`src/rtl/cordic_scale_comp_pkg.sv`:
```
// Shared CORDIC constants: default datapath width and the shift/add decomposition
// of the gain-inverse K used by the scale compensation stage.
package cordic_scale_comp_pkg;

  localparam int CORDIC_WIDTH_DEF = 22;

  // K = 2^-1 + 2^-3 - 2^-6 - 2^-9 - 2^-12 + 2^-14 + 2^-16; first four terms form stage 1
  localparam int K_TERMS        = 7;
  localparam int K_STAGE1_TERMS = 4;
  localparam int K_SHIFT [K_TERMS] = '{1, 3, 6, 9, 12, 14, 16};
  localparam bit K_SUB   [K_TERMS] = '{1'b0, 1'b0, 1'b1, 1'b1, 1'b1, 1'b0, 1'b0};

endpackage

```
`src/rtl/cordic_scale_comp_if.sv`:
```
// Streaming bundle between the final micro-rotation stage, the gain compensator
// and its consumer.
interface cordic_scale_comp_if
  import cordic_scale_comp_pkg::*;
#(
  parameter int CORDIC_WIDTH = CORDIC_WIDTH_DEF
);

  logic signed [CORDIC_WIDTH-1:0] x_in;
  logic signed [CORDIC_WIDTH-1:0] y_in;
  logic                           in_valid;
  logic                           out_ready;
  logic signed [CORDIC_WIDTH-1:0] x_out;
  logic signed [CORDIC_WIDTH-1:0] y_out;
  logic                           out_valid;
  logic                           fifo_full;
  logic                           overflow;

  modport master (
    output x_in, y_in, in_valid, out_ready,
    input  x_out, y_out, out_valid, fifo_full, overflow
  );

  modport slave (
    input  x_in, y_in, in_valid, out_ready,
    output x_out, y_out, out_valid, fifo_full, overflow
  );

endinterface

```
`src/rtl/cordic_out_fifo.sv`:
```
// Output buffer for compensated x/y pairs; drops on push-while-full with a sticky
// overflow flag, and a pop frees room for a same-cycle push.
module cordic_out_fifo #(
  parameter int WIDTH = 44,
  parameter int DEPTH = 4
) (
  input  logic             clk,
  input  logic             reset,
  input  logic             push,
  input  logic [WIDTH-1:0] din,
  input  logic             pop,
  output logic [WIDTH-1:0] dout,
  output logic             not_empty,
  output logic             full,
  output logic             overflow
);

  localparam int AW = $clog2(DEPTH);

  logic [WIDTH-1:0] mem [DEPTH];
  logic [AW-1:0]    wr_ptr;
  logic [AW-1:0]    rd_ptr;
  logic [AW:0]      count;
  logic             do_push;
  logic             do_pop;

  always_comb begin
    not_empty = (count != '0);
    full      = (count == (AW+1)'(DEPTH));
    do_pop    = pop && not_empty;
    do_push   = push && (!full || do_pop);
    dout      = not_empty ? mem[rd_ptr] : '0;
  end

  always_ff @(posedge clk) begin
    if (reset) begin
      wr_ptr   <= '0;
      rd_ptr   <= '0;
      count    <= '0;
      overflow <= 1'b0;
    end else begin
      if (do_push) wr_ptr <= wr_ptr + 1'b1;
      if (do_pop)  rd_ptr <= rd_ptr + 1'b1;
      if (do_push && !do_pop)      count <= count + 1'b1;
      else if (do_pop && !do_push) count <= count - 1'b1;
      if (push && !do_push) overflow <= 1'b1;
    end
  end

  always_ff @(posedge clk) begin
    if (do_push) mem[wr_ptr] <= din;
  end

endmodule

```
`src/rtl/cordic_scale_comp.sv`:
```
// CORDIC gain compensation: x,y scaled by K via a two-stage shift/add pipeline,
// results buffered in a small output FIFO.
module cordic_scale_comp
  import cordic_scale_comp_pkg::*;
#(
  parameter int CORDIC_WIDTH = CORDIC_WIDTH_DEF,
  parameter int FIFO_DEPTH   = 4
) (
  input  logic clk,
  input  logic reset,
  input  logic enable,
  cordic_scale_comp_if.slave io
);

  localparam int SW = CORDIC_WIDTH + 1;

  // One signed K term: sign-extend, arithmetic shift (truncating), optional negate
  function automatic logic signed [SW-1:0] k_term(input logic signed [CORDIC_WIDTH-1:0] v,
                                                   input int idx);
    logic signed [SW-1:0] ext;
    logic signed [SW-1:0] sh;
    ext = {v[CORDIC_WIDTH-1], v};
    sh  = ext >>> K_SHIFT[idx];
    return K_SUB[idx] ? -sh : sh;
  endfunction

  logic signed [SW-1:0]           x_acc_p0, y_acc_p0;
  logic signed [SW-1:0]           x_sum_p1, y_sum_p1;
  logic signed [CORDIC_WIDTH-1:0] x_p1, y_p1;
  logic signed [SW-1:0]           x_acc_p1, y_acc_p1;
  logic signed [CORDIC_WIDTH-1:0] x_p2, y_p2;
  logic                           vld_p1, vld_p2;
  logic                           push;
  logic [2*CORDIC_WIDTH-1:0]      fifo_dout;

  always_comb begin
    x_acc_p0 = '0;
    y_acc_p0 = '0;
    for (int i = 0; i < K_STAGE1_TERMS; i++) begin
      x_acc_p0 = x_acc_p0 + k_term(io.x_in, i);
      y_acc_p0 = y_acc_p0 + k_term(io.y_in, i);
    end
    x_acc_p1 = x_sum_p1;
    y_acc_p1 = y_sum_p1;
    for (int i = K_STAGE1_TERMS; i < K_TERMS; i++) begin
      x_acc_p1 = x_acc_p1 + k_term(x_p1, i);
      y_acc_p1 = y_acc_p1 + k_term(y_p1, i);
    end
  end

  // p0 -> p1: partial sum of the leading terms plus the raw operand for the tail
  always_ff @(posedge clk) begin
    x_sum_p1 <= x_acc_p0;
    y_sum_p1 <= y_acc_p0;
    x_p1     <= io.x_in;
    y_p1     <= io.y_in;
  end

  // p1 -> p2: full product, low bits kept
  always_ff @(posedge clk) begin
    x_p2 <= x_acc_p1[CORDIC_WIDTH-1:0];
    y_p2 <= y_acc_p1[CORDIC_WIDTH-1:0];
  end

  always_ff @(posedge clk) begin
    if (reset || !enable) begin
      vld_p1 <= 1'b0;
      vld_p2 <= 1'b0;
    end else begin
      vld_p1 <= io.in_valid;
      vld_p2 <= vld_p1;
    end
  end

  // A stage-2 result on the same edge enable drops is in flight and is discarded
  assign push = vld_p2 && enable;

  cordic_out_fifo #(
    .WIDTH (2*CORDIC_WIDTH),
    .DEPTH (FIFO_DEPTH)
  ) u_fifo (
    .clk       (clk),
    .reset     (reset),
    .push      (push),
    .din       ({x_p2, y_p2}),
    .pop       (io.out_ready),
    .dout      (fifo_dout),
    .not_empty (io.out_valid),
    .full      (io.fifo_full),
    .overflow  (io.overflow)
  );

  assign io.x_out = fifo_dout[2*CORDIC_WIDTH-1:CORDIC_WIDTH];
  assign io.y_out = fifo_dout[CORDIC_WIDTH-1:0];

endmodule

```
`src/flat_wrapper.sv`:
```
// flat-port wrapper written by rule: the top's interface ports become plain ports
module cordic_scale_comp_flat import cordic_scale_comp_pkg::*;
#(
  parameter int CORDIC_WIDTH = CORDIC_WIDTH_DEF,
  parameter int FIFO_DEPTH   = 4
)
  (clk, reset, enable, io_x_in, io_y_in, io_in_valid, io_out_ready, io_x_out, io_y_out, io_out_valid, io_fifo_full, io_overflow);
  cordic_scale_comp_if #(.CORDIC_WIDTH(CORDIC_WIDTH)) io_i ();
  input  logic clk;
  input  logic reset;
  input  logic enable;
  input wire logic [$bits(io_i.x_in)-1:0] io_x_in;
  input wire logic [$bits(io_i.y_in)-1:0] io_y_in;
  input wire logic [$bits(io_i.in_valid)-1:0] io_in_valid;
  input wire logic [$bits(io_i.out_ready)-1:0] io_out_ready;
  output wire logic [$bits(io_i.x_out)-1:0] io_x_out;
  output wire logic [$bits(io_i.y_out)-1:0] io_y_out;
  output wire logic [$bits(io_i.out_valid)-1:0] io_out_valid;
  output wire logic [$bits(io_i.fifo_full)-1:0] io_fifo_full;
  output wire logic [$bits(io_i.overflow)-1:0] io_overflow;
  assign io_i.x_in = io_x_in;
  assign io_i.y_in = io_y_in;
  assign io_i.in_valid = io_in_valid;
  assign io_i.out_ready = io_out_ready;
  assign io_x_out = io_i.x_out;
  assign io_y_out = io_i.y_out;
  assign io_out_valid = io_i.out_valid;
  assign io_fifo_full = io_i.fifo_full;
  assign io_overflow = io_i.overflow;
  cordic_scale_comp #(.CORDIC_WIDTH(CORDIC_WIDTH), .FIFO_DEPTH(FIFO_DEPTH)) u_core (.clk(clk), .reset(reset), .enable(enable), .io(io_i));
endmodule
```
`config.mk`:
```
export PLATFORM = sky130hd
export DESIGN_NAME = cordic_scale_comp_flat
export DESIGN_NICKNAME = d
export VERILOG_FILES = /design/src/rtl/cordic_scale_comp_pkg.sv /design/src/rtl/cordic_scale_comp_if.sv /design/src/rtl/cordic_out_fifo.sv /design/src/rtl/cordic_scale_comp.sv /design/src/flat_wrapper.sv
export SDC_FILE = /design/constraint.sdc
export NUM_CORES = 1
export LEC_CHECK = 0
export BUFFER_PORTS_ARGS = -buffer_cell sky130_fd_sc_hd__buf_4
export CORE_MARGIN = 4
export CORE_UTILIZATION = 60
export DETAILED_ROUTE_END_ITERATION = 12
export GPL_TIMING_DRIVEN = 0
export PLACE_DENSITY = 0.78
export SETUP_SLACK_MARGIN = 0.4
export SLEW_MARGIN = 20
export SYNTH_ARGS = -nofsm -noshare
export SYNTH_HDL_FRONTEND = slang
export SYNTH_HIERARCHICAL = 1
export SYNTH_SLANG_ARGS = --single-unit
```
`constraint.sdc`:
```
create_clock -name clk -period 5.15 [get_ports clk]
set_input_delay 0 -clock clk [delete_from_list [all_inputs] [get_ports clk]]
set_output_delay 0 -clock clk [all_outputs]
set_load 0.05 [all_outputs]
```
==> metrics.md <==
| Metric | Value |
|---|---|
| Run status | completed |
| Starting Density | about three fifths |
| Combinational family with the most area after synthesis | adder cells |
| Setup clock skew after layout | between 0.01 and 0.015 ns |
| Clock-pin transition on the worst setup and hold timing paths | approximately 0.07 ns |
| Synthesis-to-layout area growth | 13.8% |
| Delay of the slowest critical-path stage | 0.65 ns |
| HPWL after detailed placement | between 20000 and 25000 um |
| Most frequent cell after synthesis | sky130_fd_sc_hd__inv_1 |
| Clock insertion delay at the later pin of the skew report | 0.53 ns |
| Area taken by flip-flops and latches | about 7700 um2 |
| Cell family contributing the most delay on the critical path | compound AO/OA/AOI/OAI gates |
| Number of design-rule violations left by the first detailed-router iteration | a little over 900 |
| Final hold vios | 0 |
| Final instance area | between 20000 and 25000 um2 |
| Category of the most critical setup path | reg -> reg |
| Number of standard cells after synthesis | roughly 1500 |
| Post-route fraction of the period consumed by the critical path | a little under nine tenths |
| Final WS setup | about 0.75 ns |
| TritonCTS Buffers | 28 |
| Power density of the placed cells | ~640 nW/um2 |
| Setup Viol. Count Final | 0 |
| Clk buf depth | 3 |
| Max frequency | roughly 230 MHz |
| Drc violations | 0 |
| # Max-Cap Violations | 0 |
| DP Worst Slack | about 0.37 ns |
| Final weighted congestion of routability-driven global placement | approximately 0.89 |
| Compound-gate portion of the synthesized area | under 10% |
| Multi-input gate area | about 9000 um2 |
| Required time at the worst-slack endpoint | about 5.6 ns |
| Number of antenna violations at the first check in global routing | 0 |
| Shortest period the worst path allows | around 4.4 ns |
| Synth cell types | 80 |
| Fraction of registers with async set or reset after synthesis | 0% |
| Number of buffers and inverters on the critical path | 3 |
| RSZ-0062 raised after global routing | false |
| TritonCTS clock tree | done |
| Post-route worst hold slack | 0.165 ns |
| Type of the tightest min-delay check | in -> reg |
| First-pass GRT wire length | 55600 um |
| Area fraction of the dominant cell type after synthesis | just under 30% |
| Antenna diode count | 0 |
| DIE WIDTH | between 150 and 200 um |
| Arrival time at the worst endpoint | a little under 5 ns |
| Max VDD drop | roughly 300 uV |
| Fraction of synthesized cell area in xor and xnor cells | about 4.8% |
| Via Count | approximately 11000 |
| Overall routed net length | ~33000 um |
| Top cells by count, synth | sky130_fd_sc_hd__inv_1, sky130_fd_sc_hd__edfxtp_1, sky130_fd_sc_hd__ha_1, sky130_fd_sc_hd__dfxtp_1, sky130_fd_sc_hd__fa_1 |
| Avg Synthesized Cell Area | between 10 and 15 um2 |
| Dominant cells by area after synthesis | sky130_fd_sc_hd__edfxtp_1, sky130_fd_sc_hd__dfxtp_1, sky130_fd_sc_hd__ha_1 |
| Area of the core region | between 20000 and 30000 um2 |
| Number of top-level pins | 96 |
| Sequential element share of the synthesized area | between 40% and 50% |
| Area fraction in and, or, nand and nor cells after synthesis | under 10% |
| Most used flip-flop cell after synthesis | sky130_fd_sc_hd__edfxtp_1 |
| Maximum number of pins on one net before global-route repair | 45 |
| Share of synthesized area spent on multiplexers | under 10% |
| Number of flops mapped to enable cells by yosys | between 150 and 200 |
| Post-synth net total | about 1800 |
| Count of input and output buffers | slightly above 90 |
| Overflow left after global routing | 0 |
| Number of nets in the layout | ~1900 |
| Total routing usage reported by global routing | between 20% and 30% |
| Setup crit start kind | flop |
| Total number of placement rows | slightly above 60 |
| CP Max Fanout | 14 |
| Tightest slew margin relative to the limit | between 50% and 60% |
| Adder-Cell Fraction of Synth Area | between 20% and 30% |
| Share of post-route cells with drive strength above 1 | 15.6% |
| Number of fill cells in the layout | roughly 2100 |
| Deepest level of the CTS H-tree | 1 |
| Cells traversed along the worst timing path | clkbuf_1 -> buf_2 -> inv_1 -> ha_1 -> or2_2 -> ha_1 -> ha_1 -> nand2_1 -> a2111oi_2 -> a2111oi_4 -> a31oi_1 -> mux2_1 -> a221oi_1 |
| Actual slew at the worst max-slew pin | a little under 0.7 ns |
| Dominant cell type by area after synthesis | sky130_fd_sc_hd__edfxtp_1 |
| Cell area reported after detailed placement | 19000 um2 |
| Cell area after synthesis | ~18000 um2 |
| Lkg Pwr | approximately 8.7 nW |
| Capturing element type of the critical path | flop |
| Sink Count | 296 |
| Max Transition Viols Final | 0 |
| Setup TNS after final layout | 0 ns |
| Antenna-violating nets left | 0 |
| Full die area | around 33000 um2 |
| Root buffer cell | sky130_fd_sc_hd__clkbuf_16 |
| Height of the die | about 180 um |
| Yosys Warn Count | 6 |
| Setup bufs post-CTS | 0 |
| Crit path max-delay cell type | sky130_fd_sc_hd__dfxtp_1 |
| Routed vias/inst | around 5.4 |
| Total iterations of the first detailed-routing run | 8 |
| Most used cell, CP | sky130_fd_sc_hd__ha_1 |
| Via count of the first global-routing pass | ~11000 |
| Yosys reg bits | 296 |
| Wire length per cell after detailed routing | ~16 um |
## metal layers
metal | wire length, um | vias up | track usage [%]
li1 | - | 5393 | -
met1 | 15300 | 5205 | 29.5
met2 | 15400 | 249 | 33.9
met3 | 1350 | 43 | 2.18
met4 | 492 | 0 | 3.78
met5 | 0 | - | 0
## metrics by stage
stage          power (mW)  instances  util (%)
2_1_floorplan        9.11       1461         -
3_5_place_dp         10.7       1938      65.5
6_report             12.9       2019      69.9
5_1_grt              14.0       2019      69.9
4_1_cts              13.0       2019      69.9
3_3_place_gp         10.6       1938      65.5
## state kept, by name, indices dropped and copies added, names as in the netlist, named ones only
register	flops
u_core/u_fifo/mem	176
u_core/x_p2	22
u_core/x_sum_p1	22
u_core/y_p2	22
u_core/y_sum_p1	22
u_core/x_p1	10
u_core/y_p1	10
u_core/u_fifo/count	3
u_core/u_fifo/rd_ptr	2
u_core/u_fifo/wr_ptr	2
u_core/u_fifo/overflow	1
u_core/vld_p1	1
u_core/vld_p2	1
## worst reg2reg max path, cell delays in order (launching register included)
cell	delay (ns)
sky130_fd_sc_hd__dfxtp_1	0.65
sky130_fd_sc_hd__clkbuf_1	0.26
sky130_fd_sc_hd__buf_2	0.32
sky130_fd_sc_hd__inv_1	0.33
sky130_fd_sc_hd__ha_1	0.29
sky130_fd_sc_hd__or2_2	0.29
sky130_fd_sc_hd__ha_1	0.31
sky130_fd_sc_hd__ha_1	0.38
sky130_fd_sc_hd__nand2_1	0.10
sky130_fd_sc_hd__a2111oi_2	0.38
sky130_fd_sc_hd__a2111oi_4	0.13
sky130_fd_sc_hd__a31oi_1	0.22
sky130_fd_sc_hd__mux2_1	0.34
sky130_fd_sc_hd__a221oi_1	0.28
## cell usage in the layout (no fill, tap or decap), types with 8 or more instances in the layout
cell type                       count
sky130_fd_sc_hd__nand2b_1          10
sky130_fd_sc_hd__edfxtp_1         176
sky130_fd_sc_hd__o21ai_0           35
sky130_fd_sc_hd__nor3_1            17
sky130_fd_sc_hd__a31oi_1            9
sky130_fd_sc_hd__nand2_1           31
sky130_fd_sc_hd__dlygate4sd3_1     29
sky130_fd_sc_hd__or2_2             27
sky130_fd_sc_hd__o21bai_1           8
sky130_fd_sc_hd__o21a_1            11
sky130_fd_sc_hd__a211oi_1          11
sky130_fd_sc_hd__inv_1            208
sky130_fd_sc_hd__xnor2_1           55
sky130_fd_sc_hd__ha_1             175
sky130_fd_sc_hd__clkbuf_16         30
sky130_fd_sc_hd__dfxtp_1          120
sky130_fd_sc_hd__buf_2             10
sky130_fd_sc_hd__nand4_1            9
sky130_fd_sc_hd__a21o_1            23
sky130_fd_sc_hd__buf_4             93
sky130_fd_sc_hd__a21oi_1           68
sky130_fd_sc_hd__fa_1              97
sky130_fd_sc_hd__nand3_1           16
sky130_fd_sc_hd__clkbuf_1          23
sky130_fd_sc_hd__nor2_1            62
sky130_fd_sc_hd__nor2b_1           48
sky130_fd_sc_hd__xor2_1            42
sky130_fd_sc_hd__mux4_2            44
## worst paths after layout
| check | from | end | slack [ns] | cells past startpoint |
|---|---|---|---|---|
| worst max register to register | u_core/y_p1[21] | u_core/y_p2[19] | 0.75 | 13 |
| worst min register to register | u_core/x_p2[3] | u_core/u_fifo/mem[3][25] | 0.47 | 0 |
| worst min-delay path | io_x_in[7] | u_core/x_sum_p1[1] | 0.16 | 5 |
| worst max-delay path | u_core/y_p1[21] | u_core/y_p2[19] | 0.75 | 13 |
## cell type report
cell class / instances / area share (%)
Timing Repair Buffer: 122 / 4.88
Clock inverter: 12 / 0.587
Sequential cell: 296 / 37.9
Clock buffer: 40 / 4.19
Multi-Input combinational cell: 922 / 45.1
Buffer: 36 / 1.09
Tap cell: 384 / 2.37
Inverter: 207 / 3.83
## cells by family after synthesis
logic type / Yosys count
flops: 296
fa+ha+maj: 272
simple gates: 270
buf+inv: 243
compound gates: 230
xor+xnor: 97
mux: 53
## power breakdown
part,leakage (nW),switching [mW],internal [mW],total (mW)
combinational,5.64,4.30,2.99,7.29
clock,0.492,0.832,1.25,2.08
sequential,2.59,0.337,3.20,3.53
total,8.72,5.46,7.44,12.9
## what timing repair did
action	in CTS	in global routing
hold buffers	29	0
gates resized for setup	2	0
setup endpoints to repair	2	0
hold endpoints to repair	36	0
Power figures use the tool's default switching activity.
